==> src/rtl/sram_req_ctrl.sv <==
// sram_req_ctrl: valid/ready front end for a single-port SRAM wrapper.
// Optional write acknowledges on the response stream: SRAM_WR_ACK_EN.
module sram_req_ctrl #(
   parameter int BITS         = 32,
   parameter int WORDS        = 1024,
   parameter int ADRESS_WIDTH = 10,
   parameter bit INIT_CLEAR   = 1'b1
) (
   input  logic                    clk,
   input  logic                    rst_n,
   input  logic                    req_valid,
   output logic                    req_ready,
   input  logic                    req_we,
   input  logic [ADRESS_WIDTH-1:0] req_addr,
   input  logic [BITS-1:0]         req_wdata,
   input  logic [BITS-1:0]         req_bmask,
   output logic                    rsp_valid,
   input  logic                    rsp_ready,
   output logic [BITS-1:0]         rsp_rdata,
`ifdef SRAM_WR_ACK_EN
   output logic                    rsp_is_wr,
`endif
   output logic                    init_done,
   output logic [ADRESS_WIDTH-1:0] sram_adress,
   output logic                    sram_cen,
   output logic                    sram_wen,
   output logic [BITS-1:0]         sram_din,
   output logic [BITS-1:0]         sram_mask,
   input  logic [BITS-1:0]         sram_dout
);

   localparam logic [ADRESS_WIDTH:0] LIM =
      (ADRESS_WIDTH+1)'(WORDS);
   localparam logic [ADRESS_WIDTH-1:0] LAST =
      ADRESS_WIDTH'(WORDS-1);

   typedef enum logic {INIT, RUN} state_t;

   state_t                  state, state_nx;
   logic [ADRESS_WIDTH-1:0] cnt;
   logic                    in_range;
   logic                    accept;
   logic                    pend;
   logic                    pend_zero;
   logic                    push;
   logic                    pop;
   logic [1:0]              count;
   logic [2:0]              used;
   logic                    rd_ptr;
   logic                    wr_ptr;
   logic [BITS-1:0]         fifo_d [2];
`ifdef SRAM_WR_ACK_EN
   logic                    pend_wr;
   logic                    fifo_w [2];
`endif

   assign in_range  = {1'b0, req_addr} < LIM;
   assign push      = pend;
   assign rsp_valid = count != 2'd0;
   assign pop       = rsp_valid && rsp_ready;
   // An entry leaving this cycle frees its slot for a new issue.
   assign used      = 3'(count) + 3'(pend) - 3'(pop);
   assign req_ready = (state == RUN) && (used < 3'd2);
   assign accept    = req_valid && req_ready;
   assign init_done = state == RUN;
   assign rsp_rdata = fifo_d[rd_ptr];
`ifdef SRAM_WR_ACK_EN
   assign rsp_is_wr = fifo_w[rd_ptr];
`endif

   always_comb begin
      state_nx    = state;
      sram_cen    = 1'b1;
      sram_wen    = 1'b0;
      sram_adress = '0;
      sram_din    = '0;
      sram_mask   = '1;
      if (rst_n) begin
         unique case (state)
            INIT: begin
               if (INIT_CLEAR) begin
                  sram_cen    = 1'b0;
                  sram_wen    = 1'b1;
                  sram_mask   = '0;
                  sram_adress = cnt;
                  if (cnt == LAST) state_nx = RUN;
               end else begin
                  state_nx = RUN;
               end
            end
            RUN: begin
               if (accept && in_range) begin
                  sram_cen    = 1'b0;
                  sram_wen    = req_we;
                  sram_adress = req_addr;
                  sram_din    = req_wdata;
                  sram_mask   = req_we ? ~req_bmask : '1;
               end
            end
            default: state_nx = INIT;
         endcase
      end
   end

   always_ff @(posedge clk or negedge rst_n) begin
      if (!rst_n) begin
         state     <= INIT;
         cnt       <= '0;
         pend      <= 1'b0;
         pend_zero <= 1'b0;
`ifdef SRAM_WR_ACK_EN
         pend_wr   <= 1'b0;
`endif
      end else begin
         state <= state_nx;
         if (state == INIT) cnt <= cnt + ADRESS_WIDTH'(1);
`ifdef SRAM_WR_ACK_EN
         pend    <= accept;
         pend_wr <= req_we;
`else
         pend    <= accept && !req_we;
`endif
         pend_zero <= !in_range || req_we;
      end
   end

   always_ff @(posedge clk or negedge rst_n) begin
      if (!rst_n) begin
         count     <= 2'd0;
         rd_ptr    <= 1'b0;
         wr_ptr    <= 1'b0;
         fifo_d[0] <= '0;
         fifo_d[1] <= '0;
`ifdef SRAM_WR_ACK_EN
         fifo_w[0] <= 1'b0;
         fifo_w[1] <= 1'b0;
`endif
      end else begin
         if (push) begin
            fifo_d[wr_ptr] <= pend_zero ? '0 : sram_dout;
`ifdef SRAM_WR_ACK_EN
            fifo_w[wr_ptr] <= pend_wr;
`endif
            wr_ptr <= ~wr_ptr;
         end
         if (pop) rd_ptr <= ~rd_ptr;
         count <= count + 2'(push) - 2'(pop);
      end
   end

endmodule

==> config.mk <==
export PLATFORM = sky130hd
export DESIGN_NAME = sram_req_ctrl
export DESIGN_NICKNAME = d
export VERILOG_FILES = /design/src/rtl/sram_req_ctrl.sv
export SDC_FILE = /design/constraint.sdc
export NUM_CORES = 1
export LEC_CHECK = 0
export BUFFER_PORTS_ARGS = -buffer_cell sky130_fd_sc_hd__buf_4
export CORE_ASPECT_RATIO = 0.75
export CORE_MARGIN = 2
export CORE_UTILIZATION = 34
export CTS_CLUSTER_SIZE = 14
export DETAILED_ROUTE_END_ITERATION = 7
export PLACE_DENSITY = 0.72
export SLEW_MARGIN = 25
export SYNTH_ARGS = -nofsm -noshare
export SYNTH_HDL_FRONTEND = slang
export SYNTH_SLANG_ARGS = --single-unit
==> constraint.sdc <==
create_clock -name clk -period 3.56 [get_ports clk]
set_input_delay 0.356 -clock clk [delete_from_list [all_inputs] [get_ports clk]]
set_output_delay 0.356 -clock clk [all_outputs]
set_load 0.1 [all_outputs]
==> results of run 1 <==
through the flow:
| step | instances | setup TNS (ns) | area, sq um |
|---|---|---|---|
| final | 888 | 0 | 7580 |
| after global routing | 888 | -0.458 | 7580 |
| after CTS | 883 | -0.0191 | 7410 |
| after detailed placement | 861 | 0 | 6480 |
| after global placement | 861 | 0 | 6480 |
| after floorplan | 503 | -1.49 | 4690 |
worst paths after layout:
| check | slack, ns | to | cells past startpoint |
|---|---|---|---|
| hold / removal | 0.31 | fifo_d[1] | 3 |
| setup / recovery | 0.02 | sram_mask[15] | 13 |
| max in group asynchronous | 2.04 | fifo_d[42] | 3 |
| setup reg to reg | 1.11 | pend | 10 |
| hold reg to reg | 0.48 | fifo_d[1] | 2 |
| min in group asynchronous | 0.54 | count[0] | 2 |
Yosys cell counts:
| library cell | count |
|---|---|
| ha_1 | 3 |
| nor4b_4 | 1 |
| nand2b_1 | 35 |
| a22o_1 | 9 |
| nor4b_1 | 1 |
| buf_2 | 8 |
| xnor2_1 | 4 |
| buf_1 | 2 |
| or2_2 | 1 |
| nand4_1 | 1 |
| nand4b_1 | 2 |
| inv_1 | 5 |
| nand2_1 | 133 |
| and2_1 | 33 |
| xor2_1 | 7 |
| clkbuf_2 | 3 |
| dfrtp_1 | 81 |
| fa_1 | 1 |
| nor2b_1 | 1 |
| xnor2_2 | 1 |
| a41o_1 | 1 |
| o21ai_0 | 64 |
| buf_4 | 1 |
| nor2_1 | 2 |
| mux2_2 | 34 |
| and3_1 | 2 |
| clkbuf_1 | 27 |
| nor3_1 | 2 |
| nor4bb_1 | 1 |
| nor3b_1 | 2 |
| nand3_1 | 34 |
| o31ai_4 | 1 |
worst max-delay path, cell delays in order (launching register included):
cell and delay [ns]:
dfrtp_2 0.40, or2_4 0.23, and2_4 0.15, ha_4 0.26, inv_2 0.04, ha_4 0.15
fa_2 0.42, xnor2_4 0.19, o31ai_4 0.29, buf_6 0.17, buf_12 0.11, clkbuf_16 0.15
nand3_2 0.08, buf_6 0.22
power groups by stage:
stage	logic, mW	clock network (mW)	registers, mW
3_3_place_gp	0.668	0	0.999
2_1_floorplan	0.502	0	0.967
6_report	0.812	0.949	0.977
3_5_place_dp	0.684	0	0.999
4_1_cts	0.740	0.974	0.978
5_1_grt	0.863	1.01	0.981
per-layer routing:
metal / vias to the layer above / track usage, %
met5: - / 0
met2: 88 / 32.2
met3: 22 / 4.03
li1: 2076 / -
met1: 2114 / 25.7
met4: 0 / 5.53
state kept, by name (all words and copies together) (netlist names):
| name | cells |
|---|---|
| wr_ptr | 1 |
| pend | 1 |
| count | 2 |
| init_done | 1 |
| fifo_d | 64 |
| rd_ptr | 1 |
| pend_zero | 1 |
| cnt | 10 |
cell usage in the layout, fill, tap and decap left out, drive strengths merged, types with 2 or more instances in the layout:
cell        n
nor4b       2
nand2     133
clkbuf     13
dfrtp      81
ha          3
nor2        2
clkinvlp    2
nand4b      2
xor2        7
nor3        2
xnor2       5
nand2b     35
and2       33
o21ai      64
nor3b       2
a22o        9
and3        2
inv         5
mux2       34
nand3      34
buf       237
cell families after synthesis:
family                   count (synthesis)
AO/OA/AOI/OAI                           75
flip-flops                              81
adder cells (fa/ha/maj)                  4
XOR/XNOR                                12
multiplexers                            34
buffers and inverters                   46
AND/OR/NAND/NOR                        251
what timing repair did:
item	4_1_cts	5_1_grt
cloned	1	1
buffers inserted	4	4
setup endpoints to repair	76	74
hold buffers	1	0
gates resized for setup	130	23
pin swaps	1	6
hold endpoints to repair	2	0
area by class of cell:
class	count	area, sq um
Clock inverter	4	50.0
Fill cell	1062	5260
Timing Repair Buffer	239	2450
Multi-Input combinational cell	376	2550
Sequential cell	81	2030
Clock buffer	12	267
Inverter	5	18.8
Tap cell	171	214
==> impl_metrics.yaml, run 1 <==
sta:
  slew_violations: 0
  setup_violations: 0
  period_minus_slack_ns: 3.54
  relSlewSlack_pct: 33.3
  final_hold_viol_count: 0
  setup_ws_ns: 0.0226
  clock-skew-final_ns: 0.00456
  worst_pin_slew_ns: 1.00
  min_period_over_period_pct: 99.4
  fmax_mhz: 283
  holdWs_ns: 0.312
  rsz0062_at_grt: "true"
drt:
  drt_wl_total_um: 14300
  vias: 4300
  firstDrtPassIters: 4
  drtAntennaViolNets: 0
  drt-met1-wl_um: 6210
  met2_length_um: 7390
  top_layer: "met4"
  wl_per_cell_um: 16.1
  drt_iter0_markers: 273
  wl_met3_um: 404
  drc: 0
  vias_per_cell: 4.84
cells_and_area:
  n_antenna_cell: 0
  nets: 827
  final_util_pct: 59.1
  drive_gt1_share_pct: 52.2
  area_growth_pct: 71.6
flow_run:
  maxCapViolations: 0
clock_network:
  cts_buffers: 9
  cts_buffer_depth: 2
  clkSinkCount: 81
  cts_tree: "built"
  htree_levels: 3
  worstSkewPairLatency_ns: 0.32
  ctsRootBufferMaster: "clkbuf_16"
  clk_pin_slew_ns: 0.06
power_and_ir_drop:
  p_per_area_nw_per_um2: 361
  intPower_mw: 1.88
  power_frac_clock_pct: 34.7
  pwr-share-seq_pct: 35.7
  switching_share_pct: 31.5
  vdd_drop_max_mv: 0.276
  p_switching_mw: 0.861
  combPwrFrac_pct: 29.6
  power.leakage_nw: 3.61
  p_total_mw: 2.74
setup_path:
  worst_ep_required_time_ns: 3.20
  endpoint_kind: "output port"
  worst-path-max-fanout: 5
  crit_arrival_ns: 3.18
  critical_path_class: "register to output port"
  start_kind: "register"
  worstSetupStartpoint: "count[1]"
  rr_startpoint: "count[1]"
global_routing:
  grt_pass1_wl_um: 21300
  grt_pass1_vias: 4211
  antenna_found_initial: 0
  grt-ovfl-total: 0
  grt_max_degree: 65
  track_usage_pct: 19.3
synth:
  syn_area_sq_um: 4420
  synth_top_family_by_area: "simple AND/OR/NAND/NOR gates"
  syn_area_per_cell_sq_um: 8.79
  synth_cells: 503
  synth_top_cells_by_area: "dfrtp_1 (46%), nand2_1 (11%), mux2_2 (8.7%), o21ai_0 (7.2%), nand2b_1 (5.0%)"
  synthXorXnorAreaFrac_pct: 2.55
  yosysSeqAreaShare_pct: 45.9
  synth-simple-area-share_pct: 27.6
  yosys.area_share.adder_pct: 1.30
  yosysTopAreaCellShare_pct: 45.9
  ys_seq_elements: 81
  synth_top_area_cell: "dfrtp_1"
  syn_nets: 618
  muxShareOfSynthArea_pct: 8.66
  ys_types: 32
  ys_warn_count: 0
  synth_compound_area_share_pct: 9.74
floorplan:
  die-area_sq_um: 13900
  rows: 36
  core_region_area_sq_um: 12800
  io_pins: 222
  die_h_um: 103
  start_util_pct: 34.4
  die_w_um: 136
min_path:
  hold_path_class: "input pin to register"
  hp-start: "sram_dout[1]"
placed_design:
  gp_congestion: 0.787
  pre_cts_slack_ns: 0.0989
  port_buffers: 221
  hpwl_um: 9730
outcome:
  outcome: "finished clean"
(Power assumes the default switching activity.)
==> inputs of run 2 (changes only) <==
- PLACE_DENSITY: 0.72 -> unset
==> impl_metrics.yaml, run 2 (same netlist as run 1, synthesis figures left out) <==
outcome:
  outcome: "finished clean"
sta:
  slew_violations: 0
  setup_violations: 0
  worst_pin_slew_ns: 0.980
  period_minus_slack_ns: 3.49
  final_hold_viol_count: 0
  min_period_over_period_pct: 97.9
  rsz0062_at_grt: "true"
  fmax_mhz: 287
  setup_tns_ns: 0
  clock-skew-final_ns: 0.00705
  holdWs_ns: 0.312
  relSlewSlack_pct: 34.7
cells_and_area:
  mostFrequentLayoutCells: "buf_4 (156), nand2_1 (131), dfrtp_1 (80), o21ai_0 (64)"
  top_regs: "fifo_d x64, cnt x10, count x2"
  largest_register: "fifo_d"
  largest_reg_flops: 64
  final.fill_count: 1102
  n_antenna_cell: 0
  drive_gt1_share_pct: 52.4
  layout_commonest_cell: "buf_4"
  nets: 831
  area_growth_pct: 73.4
drt:
  drtAntennaViolNets: 0
  drt_iter0_markers: 165
  wl_met3_um: 730
  drt_wl_total_um: 14400
  top_layer: "met4"
  vias: 4252
  met2_length_um: 7370
  drt-met1-wl_um: 6140
  firstDrtPassIters: 4
  drc: 0
  wl_per_cell_um: 16.1
  vias_per_cell: 4.77
power_and_ir_drop:
  combPwrFrac_pct: 30.7
  vdd_drop_max_mv: 0.287
  switching_share_pct: 31.3
  pwr-share-seq_pct: 35.2
  p_total_mw: 2.78
  intPower_mw: 1.91
  p_switching_mw: 0.869
  power_frac_clock_pct: 34.1
  power.leakage_nw: 3.65
  p_per_area_nw_per_um2: 362
flow_run:
  maxCapViolations: 0
floorplan:
  die-area_sq_um: 13900
  start_util_pct: 34.4
  die_w_um: 136
  die_h_um: 103
  core_region_area_sq_um: 12800
  io_pins: 222
  rows: 36
setup_path:
  endpoint_kind: "output port"
  slowest_stage: "fa_2"
  reg2reg_to: "pend"
  critical_path_class: "register to output port"
  start_kind: "register"
  rr_startpoint: "count[0]"
  cp_cell_sequence: "or2_4 -> and2_4 -> ha_4 -> inv_2 -> ha_4 -> fa_2 -> xnor2_4 -> o31ai_4 -> buf_12 -> buf_12 -> nand3_2 -> buf_6"
  reg2reg_depth: 10
  worst_ep_required_time_ns: 3.20
  crit_arrival_ns: 3.13
  crit_path_end: "sram_mask[17]"
  ff2ff_setup_slack_ns: 1.09
  max_stage_delay_ns: 0.40
  worstSetupStartpoint: "count[0]"
  worst-path-max-fanout: 7
min_path:
  hold_path_class: "input pin to register"
  min_path_cells: 3
clock_network:
  ctsRootBufferMaster: "clkbuf_16"
  htree_levels: 3
  cts_buffer_depth: 2
  cts_buffers: 9
  cts_tree: "built"
  clkSinkCount: 81
  clk_pin_slew_ns: 0.06
  worstSkewPairLatency_ns: 0.33
placed_design:
  hpwl_um: 9770
  gp_congestion: 0.770
  port_buffers: 221
global_routing:
  grt_max_degree: 65
  grt_pass1_vias: 4200
  track_usage_pct: 20.1
  grt-ovfl-total: 0
  grt_pass1_wl_um: 21900
  antenna_found_initial: 1
[run 2: layout make-up]
class	instances	area [sq um]	area share [%]
well taps	171	214	2.79
repair buffers	243	2520	32.9
inverters	5	18.8	0.245
multi-input cells	376	2570	33.6
clock buffers	9	225	2.94
flip-flops and latches	81	2030	26.5
clock inverters	6	83.8	1.09
[run 2: power by group through the flow]
stage                     Sequential (mW)  Combinational, mW  Clock [mW]
after floorplan                     0.967              0.502           0
final                               0.976              0.852       0.948
after global placement              0.997              0.682           0
after detailed placement            0.998              0.690           0
after CTS                           0.978              0.792       0.977
after global routing                0.981              0.902        1.02
[run 2: repair_timing]
action / in CTS / in global routing
pin swaps: 1 / 6
gates cloned: 3 / 0
setup buffers: 7 / 3
endpoints found under the hold margin: 28 / 0
gates resized for setup: 118 / 55
endpoints found under the setup margin: 76 / 76
hold buffers: 1 / 0
[run 2: worst max-delay path: cells and delay by family, from the launching register on]
| family | cells | cell delay [ns] |
|---|---|---|
| and+or+nand+nor | 3 | 0.49 |
| buffers and inverters | 4 | 0.58 |
| AOI/OAI and AO/OA | 1 | 0.35 |
| adders and majority gates | 3 | 0.81 |
| DFF | 1 | 0.39 |
| xor gates and xnor gates | 1 | 0.19 |
[run 2: how the worst min path moves through the flow]
stage | startpoint | endpoint
final | sram_dout[27] | fifo_d[27]
after global routing | sram_dout[6] | fifo_d[6]
after CTS | sram_dout[27] | fifo_d[27]
after floorplan | rst_n | cnt[0]
after detailed placement | rst_n | wr_ptr
after global placement | rst_n | wr_ptr
[run 2: per-layer routing]
metal | up-vias | GRT usage (%)
li1 | 2090 | -
met1 | 2051 | 27.7
met2 | 98 | 32.4
met3 | 13 | 4.72
met4 | 0 | 4.49
met5 | - | 0
[run 2: per-stage QoR]
step,area (sq um),utilization [%],setup WS (ns),std cells
4_1_cts,7420,57.8,0.000131,889
3_3_place_gp,6500,50.6,0.235,863
6_report,7660,59.7,0.0745,891
2_1_floorplan,4690,-,-0.0858,503
5_1_grt,7660,59.7,-0.0181,891
3_5_place_dp,6510,50.7,0.147,863
==> inputs of run 3 (changes only) <==
--- a/config.mk
+++ b/config.mk
@@ -9,7 +9,8 @@
 export CORE_ASPECT_RATIO = 0.75
 export CORE_MARGIN = 2
-export CORE_UTILIZATION = 34
+export CORE_UTILIZATION = 46
 export CTS_CLUSTER_SIZE = 14
 export DETAILED_ROUTE_END_ITERATION = 7
+export PLACE_DENSITY = 0.81
 export SLEW_MARGIN = 25
 export SYNTH_ARGS = -nofsm -noshare
==> constraint.sdc (replaced) <==
create_clock -name clk -period 3.56 [get_ports clk]
set_input_delay 0.534 -clock clk [delete_from_list [all_inputs] [get_ports clk]]
set_output_delay 0.534 -clock clk [all_outputs]
set_load 0.1 [all_outputs]
==> impl_metrics.yaml, run 3 (same netlist as run 1, synthesis figures left out) <==
power_and_ir_drop:
  power.leakage_nw: 3.91
  vdd_drop_max_mv: 0.285
  p_per_area_nw_per_um2: 338
global_routing:
  grt_max_degree: 65
  grt_pass1_wl_um: 30500
  grt-ovfl-total: 0
  grt_pass1_vias: 5290
  track_usage_pct: 39.9
  antenna_found_initial: 0
clock_network:
  cts_buffer_depth: 2
  clkSinkCount: 81
  ctsRootBufferMaster: "clkbuf_16"
  htree_levels: 3
  clk_pin_slew_ns: 0.06
  cts_buffers: 9
  ctsHoldBuffers: 0
  worstSkewPairLatency_ns: 0.34
  cts_tree: "built"
floorplan:
  io_pins: 222
  die-area_sq_um: 10400
  die_w_um: 117
  start_util_pct: 48.1
  die_h_um: 88.9
  core_region_area_sq_um: 9200
  rows: 30
placed_design:
  dpl.cell_count: 821
  port_buffers: 221
  place_area_sq_um: 6660
  gp_congestion: 0.819
  hpwl_um: 9890
cells_and_area:
  mostFrequentLayoutCells: "buf_4 (156), nand2_1 (131), dfrtp_1 (80), buf_12 (80), o21ai_0 (64)"
  drive_gt1_share_pct: 53.8
  n_antenna_cell: 0
  postLayoutCellArea_sq_um: 8340
  area_growth_pct: 88.8
  top_regs: "fifo_d x64, cnt x10, count x2"
  layout_commonest_cell: "buf_4"
  largest_register: "fifo_d"
  nets: 843
  largest_reg_flops: 64
  stdcell_count: 860
sta:
  holdWs_ns: 0.114
  final_hold_viol_count: 0
  slew_violations: 0
  setup_ws_ns: -0.256
  min_period_over_period_pct: 107
  period_minus_slack_ns: 3.82
  setup_violations: 77
  fmax_mhz: 262
  relSlewSlack_pct: 33.1
  clock-skew-final_ns: 0.0125
  worst_pin_slew_ns: 1.00
  rsz0062_at_grt: "true"
drt:
  drc: 0
  wl_per_cell_um: 25.2
  drtAntennaViolNets: 0
  vias: 5054
  firstDrtPassIters: 5
  drt_iter0_markers: 408
  drt_wl_total_um: 21700
  vias_per_cell: 5.88
outcome:
  violations: "setup timing"
  outcome: "complete, but fails checks"
setup_path:
  crit_arrival_ns: 3.28
  max_stage_delay_ns: 0.51
  endpoint_kind: "output port"
  worst-path-max-fanout: 7
  worst_ep_required_time_ns: 3.03
  start_kind: "register"
  reg2reg_depth: 10
  critical_path_class: "register to output port"
  slowest_stage: "fa_2"
  cp_common_cell: "buf_12"
  cp_cell_sequence: "or2_4 -> and2_4 -> ha_4 -> inv_2 -> ha_4 -> fa_2 -> buf_12 -> o31ai_4 -> buf_12 -> buf_12 -> buf_16 -> nand3_4 -> buf_12"
flow_run:
  maxCapViolations: 0
min_path:
  hold_path_class: "input pin to async pin"
-- run 3: cell types whose count changed in the layout (fill, tap and decap cells not counted), sizes merged --
cell / delta
clkbuf: +2
dlygate4sd3: -1
clkinv: +1
clkinvlp: +1
bufinv: -2
buf: +11
-- run 3: cell type report --
| type | count | area (sq um) |
|---|---|---|
| repair buffers | 255 | 3050 |
| multi-input cells | 376 | 2830 |
| flip-flops and latches | 81 | 2030 |
| fillers | 339 | 852 |
| clock buffers | 9 | 225 |
| well taps | 128 | 160 |
| clock inverters | 6 | 36.3 |
| inverters | 5 | 18.8 |
-- run 3: what timing repair did --
| action | in CTS | in global routing |
|---|---|---|
| endpoints found under the setup margin | 76 | 76 |
| endpoints found under the hold margin | 0 | 0 |
| gates cloned | 7 | 2 |
| setup buffers | 17 | 6 |
| pin swaps | 33 | 26 |
| resized for setup | 286 | 8 |
-- run 3: worst paths after layout --
path                       startpoint            end  slack, ns
max                          count[1]  sram_mask[18]      -0.26
min                             rst_n       count[0]       0.11
max reg2reg                  count[1]           pend       0.85
min reg2reg                fifo_d[10]     fifo_d[10]       0.48
max in group asynchronous       rst_n      fifo_d[5]       1.92
min in group clk           fifo_d[10]     fifo_d[10]       0.48
-- run 3: where the power goes --
part | switching (mW) | total [mW] | internal, mW
clock | 0.385 | 0.850 | 0.465
combinational | 0.556 | 0.994 | 0.438
sequential | 0.0357 | 0.976 | 0.940
total | 0.977 | 2.82 | 1.84
-- run 3: worst max-delay path: cells and delay by family, from the launching register on --
family	cells	cell delay (ns)
AO/OA/AOI/OAI	1	0.27
adder cells (fa/ha/maj)	3	0.92
buffers and inverters	6	0.82
flip-flops	1	0.42
AND/OR/NAND/NOR	3	0.51
-- run 3: per-layer routing --
layer,part of all wire (%),GRT usage (%),vias up
li1,-,-,2119
met1,36,44.3,2525
met4,6.6,24.6,0
met2,52,68.2,299
met5,0,0,-
met3,5.9,11.6,111
-- run 3: through the flow --
| stage | setup TNS, ns | setup slack, ns | total power [mW] | utilization, % |
|---|---|---|---|---|
| after CTS | -10.60 | -0.196 | 2.68 | 91.4 |
| after global placement | 0 | 0.154 | 1.68 | 72.4 |
| after floorplan | -0.701 | -0.0181 | 1.48 | - |
| after detailed placement | 0 | 0.0840 | 1.69 | 72.4 |
| final | -13.26 | -0.256 | 2.82 | 90.7 |
| after global routing | -15.73 | -0.281 | 2.90 | 90.7 |
